$ cat config.mk
export PLATFORM = sky130hd
export DESIGN_NAME = hex_entry
export DESIGN_NICKNAME = d
export VERILOG_FILES = /design/src/rtl/hex_entry.sv
export SDC_FILE = /design/constraint.sdc
export NUM_CORES = 1
export LEC_CHECK = 0
export CORE_ASPECT_RATIO = 0.5
export CORE_MARGIN = 3
export CORE_UTILIZATION = 56
export DETAILED_ROUTE_END_ITERATION = 8
export GPL_ROUTABILITY_DRIVEN = 0
export MAX_ROUTING_LAYER = met4
export PLACE_DENSITY = 0.81
export RECOVER_POWER = 50
export REMOVE_ABC_BUFFERS = 1
export SETUP_SLACK_MARGIN = 0.15
export SYNTH_ARGS = -nofsm -noshare
export SYNTH_HDL_FRONTEND = slang
export SYNTH_SLANG_ARGS = --single-unit
$ cat constraint.sdc
create_clock -name IN_clk -period 3.45 [get_ports IN_clk]
set_clock_uncertainty 0.15 [all_clocks]
set_input_delay 0.69 -clock IN_clk [delete_from_list [all_inputs] [get_ports IN_clk]]
set_output_delay 0.69 -clock IN_clk [all_outputs]
set_load 0.1 [all_outputs]
$ cat src/rtl/hex_entry.sv
// ============================================================================
// hex_entry : UART byte stream -> 4-digit hex edit buffer for a 7-seg display
// Optional echo channel enabled by defining ECHO_EN.  Revision 1.0
// ============================================================================
`default_nettype none

module hex_entry #(
    parameter int SCAN_DIV = 50000,
    parameter int CNT_W    = 16
) (
    input  logic        IN_clk,
    input  logic        IN_rst,
    input  logic [7:0]  IN_rx_data,
    input  logic        IN_rx_valid,
    output logic [15:0] OUT_value,
    output logic [2:0]  OUT_off_number,
    output logic [15:0] OUT_commit_value,
    output logic        OUT_commit,
    output logic        OUT_err,
    output logic        OUT_scan_clk
`ifdef ECHO_EN
    ,
    output logic [7:0]  OUT_tx_data,
    output logic        OUT_tx_valid,
    input  logic        IN_tx_busy
`endif
);

    typedef enum logic [1:0] {
        S_EMPTY = 2'd0,
        S_EDIT  = 2'd1,
        S_FULL  = 2'd2,
        S_ERR   = 2'd3
    } state_t;

    state_t      state_q, state_d;
    logic [15:0] buf_q, buf_d;
    logic [2:0]  cnt_q, cnt_d;
    logic [15:0] cval_d;
    logic        commit_d;
    logic        accept_d;
    logic        is_hex, is_bs, is_esc, is_cr;
    logic [3:0]  nibble;
    logic [15:0] value_d;
    logic [2:0]  off_d;

    always_comb begin
        is_bs  = (IN_rx_data == 8'h08);
        is_esc = (IN_rx_data == 8'h1B);
        is_cr  = (IN_rx_data == 8'h0D);
        is_hex = 1'b0;
        nibble = 4'h0;
        if (IN_rx_data >= 8'h30 && IN_rx_data <= 8'h39) begin
            is_hex = 1'b1;
            nibble = IN_rx_data[3:0];
        end else if (IN_rx_data >= 8'h41 && IN_rx_data <= 8'h46) begin
            is_hex = 1'b1;
            nibble = IN_rx_data[3:0] + 4'd9;
        end
    end

    always_comb begin
        state_d  = state_q;
        buf_d    = buf_q;
        cnt_d    = cnt_q;
        cval_d   = OUT_commit_value;
        commit_d = 1'b0;
        accept_d = 1'b0;
        if (IN_rx_valid) begin
            if (state_q == S_ERR) begin
                // Only ESC leaves ERR; everything else is swallowed.
                if (is_esc) begin
                    state_d  = S_EMPTY;
                    buf_d    = 16'h0000;
                    cnt_d    = 3'd0;
                    accept_d = 1'b1;
                end
            end else if (is_hex) begin
                if (cnt_q == 3'd4) begin
                    state_d = S_ERR;
                end else begin
                    buf_d    = {buf_q[11:0], nibble};
                    cnt_d    = cnt_q + 3'd1;
                    state_d  = (cnt_q == 3'd3) ? S_FULL : S_EDIT;
                    accept_d = 1'b1;
                end
            end else if (is_bs) begin
                if (cnt_q != 3'd0) begin
                    buf_d    = {4'h0, buf_q[15:4]};
                    cnt_d    = cnt_q - 3'd1;
                    state_d  = (cnt_q == 3'd1) ? S_EMPTY : S_EDIT;
                    accept_d = 1'b1;
                end
            end else if (is_esc) begin
                state_d  = S_EMPTY;
                buf_d    = 16'h0000;
                cnt_d    = 3'd0;
                accept_d = 1'b1;
            end else if (is_cr) begin
                cval_d   = buf_q;
                commit_d = 1'b1;
                accept_d = 1'b1;
            end else begin
                state_d = S_ERR;
            end
        end

        if (state_d == S_ERR) begin
            value_d = 16'hEEEE;
            off_d   = 3'd0;
        end else begin
            value_d = buf_d;
            off_d   = (cnt_d == 3'd0) ? 3'd3 : (3'd4 - cnt_d);
        end
    end

    always_ff @(posedge IN_clk or posedge IN_rst) begin
        if (IN_rst) begin
            state_q          <= S_EMPTY;
            buf_q            <= 16'h0000;
            cnt_q            <= 3'd0;
            OUT_value        <= 16'h0000;
            OUT_off_number   <= 3'd3;
            OUT_commit_value <= 16'h0000;
            OUT_commit       <= 1'b0;
            OUT_err          <= 1'b0;
        end else begin
            state_q          <= state_d;
            buf_q            <= buf_d;
            cnt_q            <= cnt_d;
            OUT_value        <= value_d;
            OUT_off_number   <= off_d;
            OUT_commit_value <= cval_d;
            OUT_commit       <= commit_d;
            OUT_err          <= (state_d == S_ERR);
        end
    end

    logic [CNT_W-1:0] scan_cnt_q;

    always_ff @(posedge IN_clk or posedge IN_rst) begin
        if (IN_rst) begin
            scan_cnt_q   <= '0;
            OUT_scan_clk <= 1'b0;
        end else if (scan_cnt_q == CNT_W'(SCAN_DIV - 1)) begin
            scan_cnt_q   <= '0;
            OUT_scan_clk <= ~OUT_scan_clk;
        end else begin
            scan_cnt_q   <= scan_cnt_q + 1'b1;
        end
    end

`ifdef ECHO_EN
    logic       tx_full_q;
    logic [7:0] tx_buf_q;

    // A full buffer keeps its byte; anything arriving meanwhile is dropped.
    always_ff @(posedge IN_clk or posedge IN_rst) begin
        if (IN_rst) begin
            tx_full_q    <= 1'b0;
            tx_buf_q     <= 8'h00;
            OUT_tx_data  <= 8'h00;
            OUT_tx_valid <= 1'b0;
        end else begin
            OUT_tx_valid <= 1'b0;
            if (tx_full_q) begin
                if (!IN_tx_busy) begin
                    OUT_tx_valid <= 1'b1;
                    OUT_tx_data  <= tx_buf_q;
                    tx_full_q    <= 1'b0;
                end
            end else if (IN_rx_valid) begin
                tx_full_q <= 1'b1;
                tx_buf_q  <= accept_d ? IN_rx_data : 8'h07;
            end
        end
    end
`endif

endmodule

`default_nettype wire
==> flow_metrics.tcl <==
set metrics [dict create \
    clkTransAtPathRegs_ps 60 \
    tns_ps 0 \
    critPathLaunchType "primary input" \
    cts_max_level 3 \
    synth_area_sq_um 4010 \
    rsz0062_at_grt "false" \
    synthFlopType "dfrtp_1" \
    worstPathArrival_ps 3240 \
    endpoint_kind "register" \
    clk_latency_ps 340 \
    io_buffers 48 \
    setup_viol 0 \
    pwr-share-comb_pct 42.8 \
    hold_ws_ps 307 \
    period_share_pct 90.7 \
    diodes 0 \
    drc_errors 0 \
    critPathKind "primary input to register" \
    fmax_ghz 0.320 \
    slowest_delay_ps 480 \
    hold_class "register to register" \
    crit_required_ps 3560 \
    synth_top_area_cell "dfrtp_1" \
    cpMostUsedCell "ha_1" \
    cap_violations 1 \
    cp_num_buf_inv 2 \
    drt-total-wl_um 9390 \
    seq_area_frac_synth_pct 46.8 \
    sw_frac_of_total_pct 44.7 \
    path_max_fanout 7 \
    nets 480 \
    cts_buffers 9 \
    postRouteAntennaNets 0 \
    die_area_sq_um 8280 \
    p_leak_nw 2.26 \
    die_h_um 65.9 \
    fin_crit_ps 3130 \
    placementRows 21 \
    clockBufferDepth 2 \
    via_per_inst 6.02 \
    yosysWarnings 0 \
    avgSynthCellArea_sq_um 10.1 \
    path_cells "clkdlybuf4s50_1 -> inv_1 -> ha_1 -> or3b_1 -> and4_4 -> o31ai_4 -> o22ai_1 -> a32oi_1 -> ha_1 -> a21oi_1 -> nor2b_1" \
    grt_max_degree 45 \
    critical-path-slowest-cell "clkdlybuf4s50_1" \
    dp_hpwl_um 6690 \
    grt_pass1_wl_um 15600 \
    grt_overflow 0 \
    drtIter0Drc 320 \
    antenna_found_initial 0 \
    wire_per_inst_um 16.9 \
    final_area_sq_um 4860 \
    root_buffer "clkbuf_16" \
    area_growth_pct 21.1 \
    synth-edff-count 0 \
    internal_power_mw 2.05 \
    core_area_sq_um 6810 \
    p_per_area_nw_per_um2 763 \
    status "finished, violations left" \
    place_area_sq_um 4570 \
    synthTopCellsByArea "dfrtp_1 46%, mux2_2 5.6%, nand2_1 4.2%" \
    synth_seq_cells 75 \
    slew_headroom_pct -10.3 \
    dieWidth_um 126 \
    drive_above_1_share_pct 23.2 \
    firstDrtPassIters 5 \
    critPathTopFamily "compound AO/OA/AOI/OAI gates" \
    ios 49 \
    ys_types 61 \
    async_reset_ff_share_pct 100 \
    grt_pass1_vias 3275 \
    worstMarginPinSlew_ps 1650 \
    track_usage_pct 24.8 \
    p_seq_share_pct 32.3 \
    power.switching_mw 1.66 \
    violations "capacitance limit, slew limit" \
    cts_tree "yes" \
    cts_hold_buf 0 \
    p_clk_share_pct 24.9 \
    clock_sinks 75 \
    peakVddDrop_mv 0.321 \
    synth.top_cell.area_share_pct 45.5 \
    hold_violations 0 \
    drv_slew 32 \
    syn_inst 397 \
    initial_utilization_pct 59.0 \
    num_vias 3336 \
]
==> cell families (layout without fill, tap and decap cells) <==
group           Yosys count  count (layout)  synth area share [%]
simple gates            139             139                  17.9
compound gates           93              93                  17.2
flops                    75              75                  46.8
buf+inv                  38             103                  4.37
mux                      23              23                  6.36
xor+xnor                 18              18                  3.93
fa+ha+maj                11              11                  3.43
==> routing by layer <==
layer	up-vias	global-route usage, %	wire (um)
li1	1533	-	-
met1	1631	29.3	4050
met2	144	41.0	4450
met3	28	7.90	678
met4	0	8.38	208
met5	-	-	0
==> metrics by stage <==
stage / std cells / util [%] / power, mW / setup WS, ps
final: 554 / 71.4 / 3.71 / 322
after global routing: 554 / 71.4 / 3.88 / 166
after CTS: 551 / 71.4 / 3.73 / 375
after detailed placement: 536 / 67.1 / 2.80 / 33.8
after global placement: 536 / 67.1 / 2.76 / 112
after floorplan: 375 / - / 2.38 / 499
==> what timing repair did <==
item	4_1_cts	5_1_grt
setup endpoints to repair	0	1
resized for setup	0	2
hold endpoints to repair	0	0
buffers inserted	0	3
==> path summary, 6_finish.rpt <==
check | startpoint | to | slack (ps) | cells after the start
max | IN_rx_data[1] | OUT_off_number[1] | 320 | 11
min | scan_cnt_q[0] | scan_cnt_q[0] | 310 | 1
max reg2reg | cnt_q[0] | OUT_value[10] | 640 | 8
min reg2reg | scan_cnt_q[0] | scan_cnt_q[0] | 310 | 1
max in group asynchronous | IN_rst | buf_q[11] | 950 | 3
min in group asynchronous | IN_rst | OUT_commit_value[9] | 990 | 3
==> synthesized netlist by cell type (all sizes together) (2+ instances only) <==
master,n
dfrtp,73
nand2,45
nor2,33
o21ai,32
mux2,20
inv,16
buf,13
nand2b,12
nand3,12
a21oi,11
ha,11
xor2,11
clkbuf,9
o2bb2ai,9
o221ai,8
xnor2,7
and2,6
nor4,6
a22oi,5
and3,5
nor2b,5
a21o,4
a21boi,3
a221o,3
mux2i,3
nor3,3
a2bb2oi,2
a31oi,2
a32oi,2
dfstp,2
nor3b,2
nor4b,2
o211ai,2
o21bai,2
o31ai,2
or2,2
==> worst reg2reg max path, cell delays in order, from the launching register on <==
cell and delay (ps):
dfrtp_1 450, inv_1 120, ha_1 360, nand2_1 510, mux2_2 450, o221ai_1 240, o21ai_0 120, o2bb2ai_1 140
nand2b_1 150
==> power groups by stage <==
stage,Combinational [mW],Clock [mW],Sequential [mW]
5_1_grt,1.68,0.984,1.22
2_1_floorplan,0.477,0,1.91
3_5_place_dp,1.60,0,1.21
3_3_place_gp,1.56,0,1.20
4_1_cts,1.60,0.935,1.20
6_report,1.59,0.921,1.20
==> registers in the layout (all words and copies together), names as in the netlist, 2 cells and up <==
| signal | count |
|---|---|
| OUT_off_number | 3 |
| buf_q | 16 |
| cnt_q | 3 |
| OUT_value | 16 |
| scan_cnt_q | 16 |
| state_q | 2 |
| OUT_commit_value | 16 |
==> final cells by class <==
cell class | count | area (sq um)
timing repair buffer | 72 | 549
fill | 481 | 1950
sequential | 75 | 1880
inverter | 16 | 60.1
multi-input combinational | 284 | 1960
clock inverter | 4 | 51.3
tap | 92 | 115
clock buffer | 11 | 243
==> cell usage in the layout, fill, tap and decap left out, types with 12 or more instances in the layout <==
master / synthesis / final
buf_4: 0 / 53
dfrtp_1: 73 / 73
inv_1: 16 / 15
mux2_2: 20 / 20
nand2_1: 45 / 45
nand3_1: 12 / 12
nor2_1: 32 / 32
o21ai_0: 31 / 30
Power figures use the tool's default switching activity.
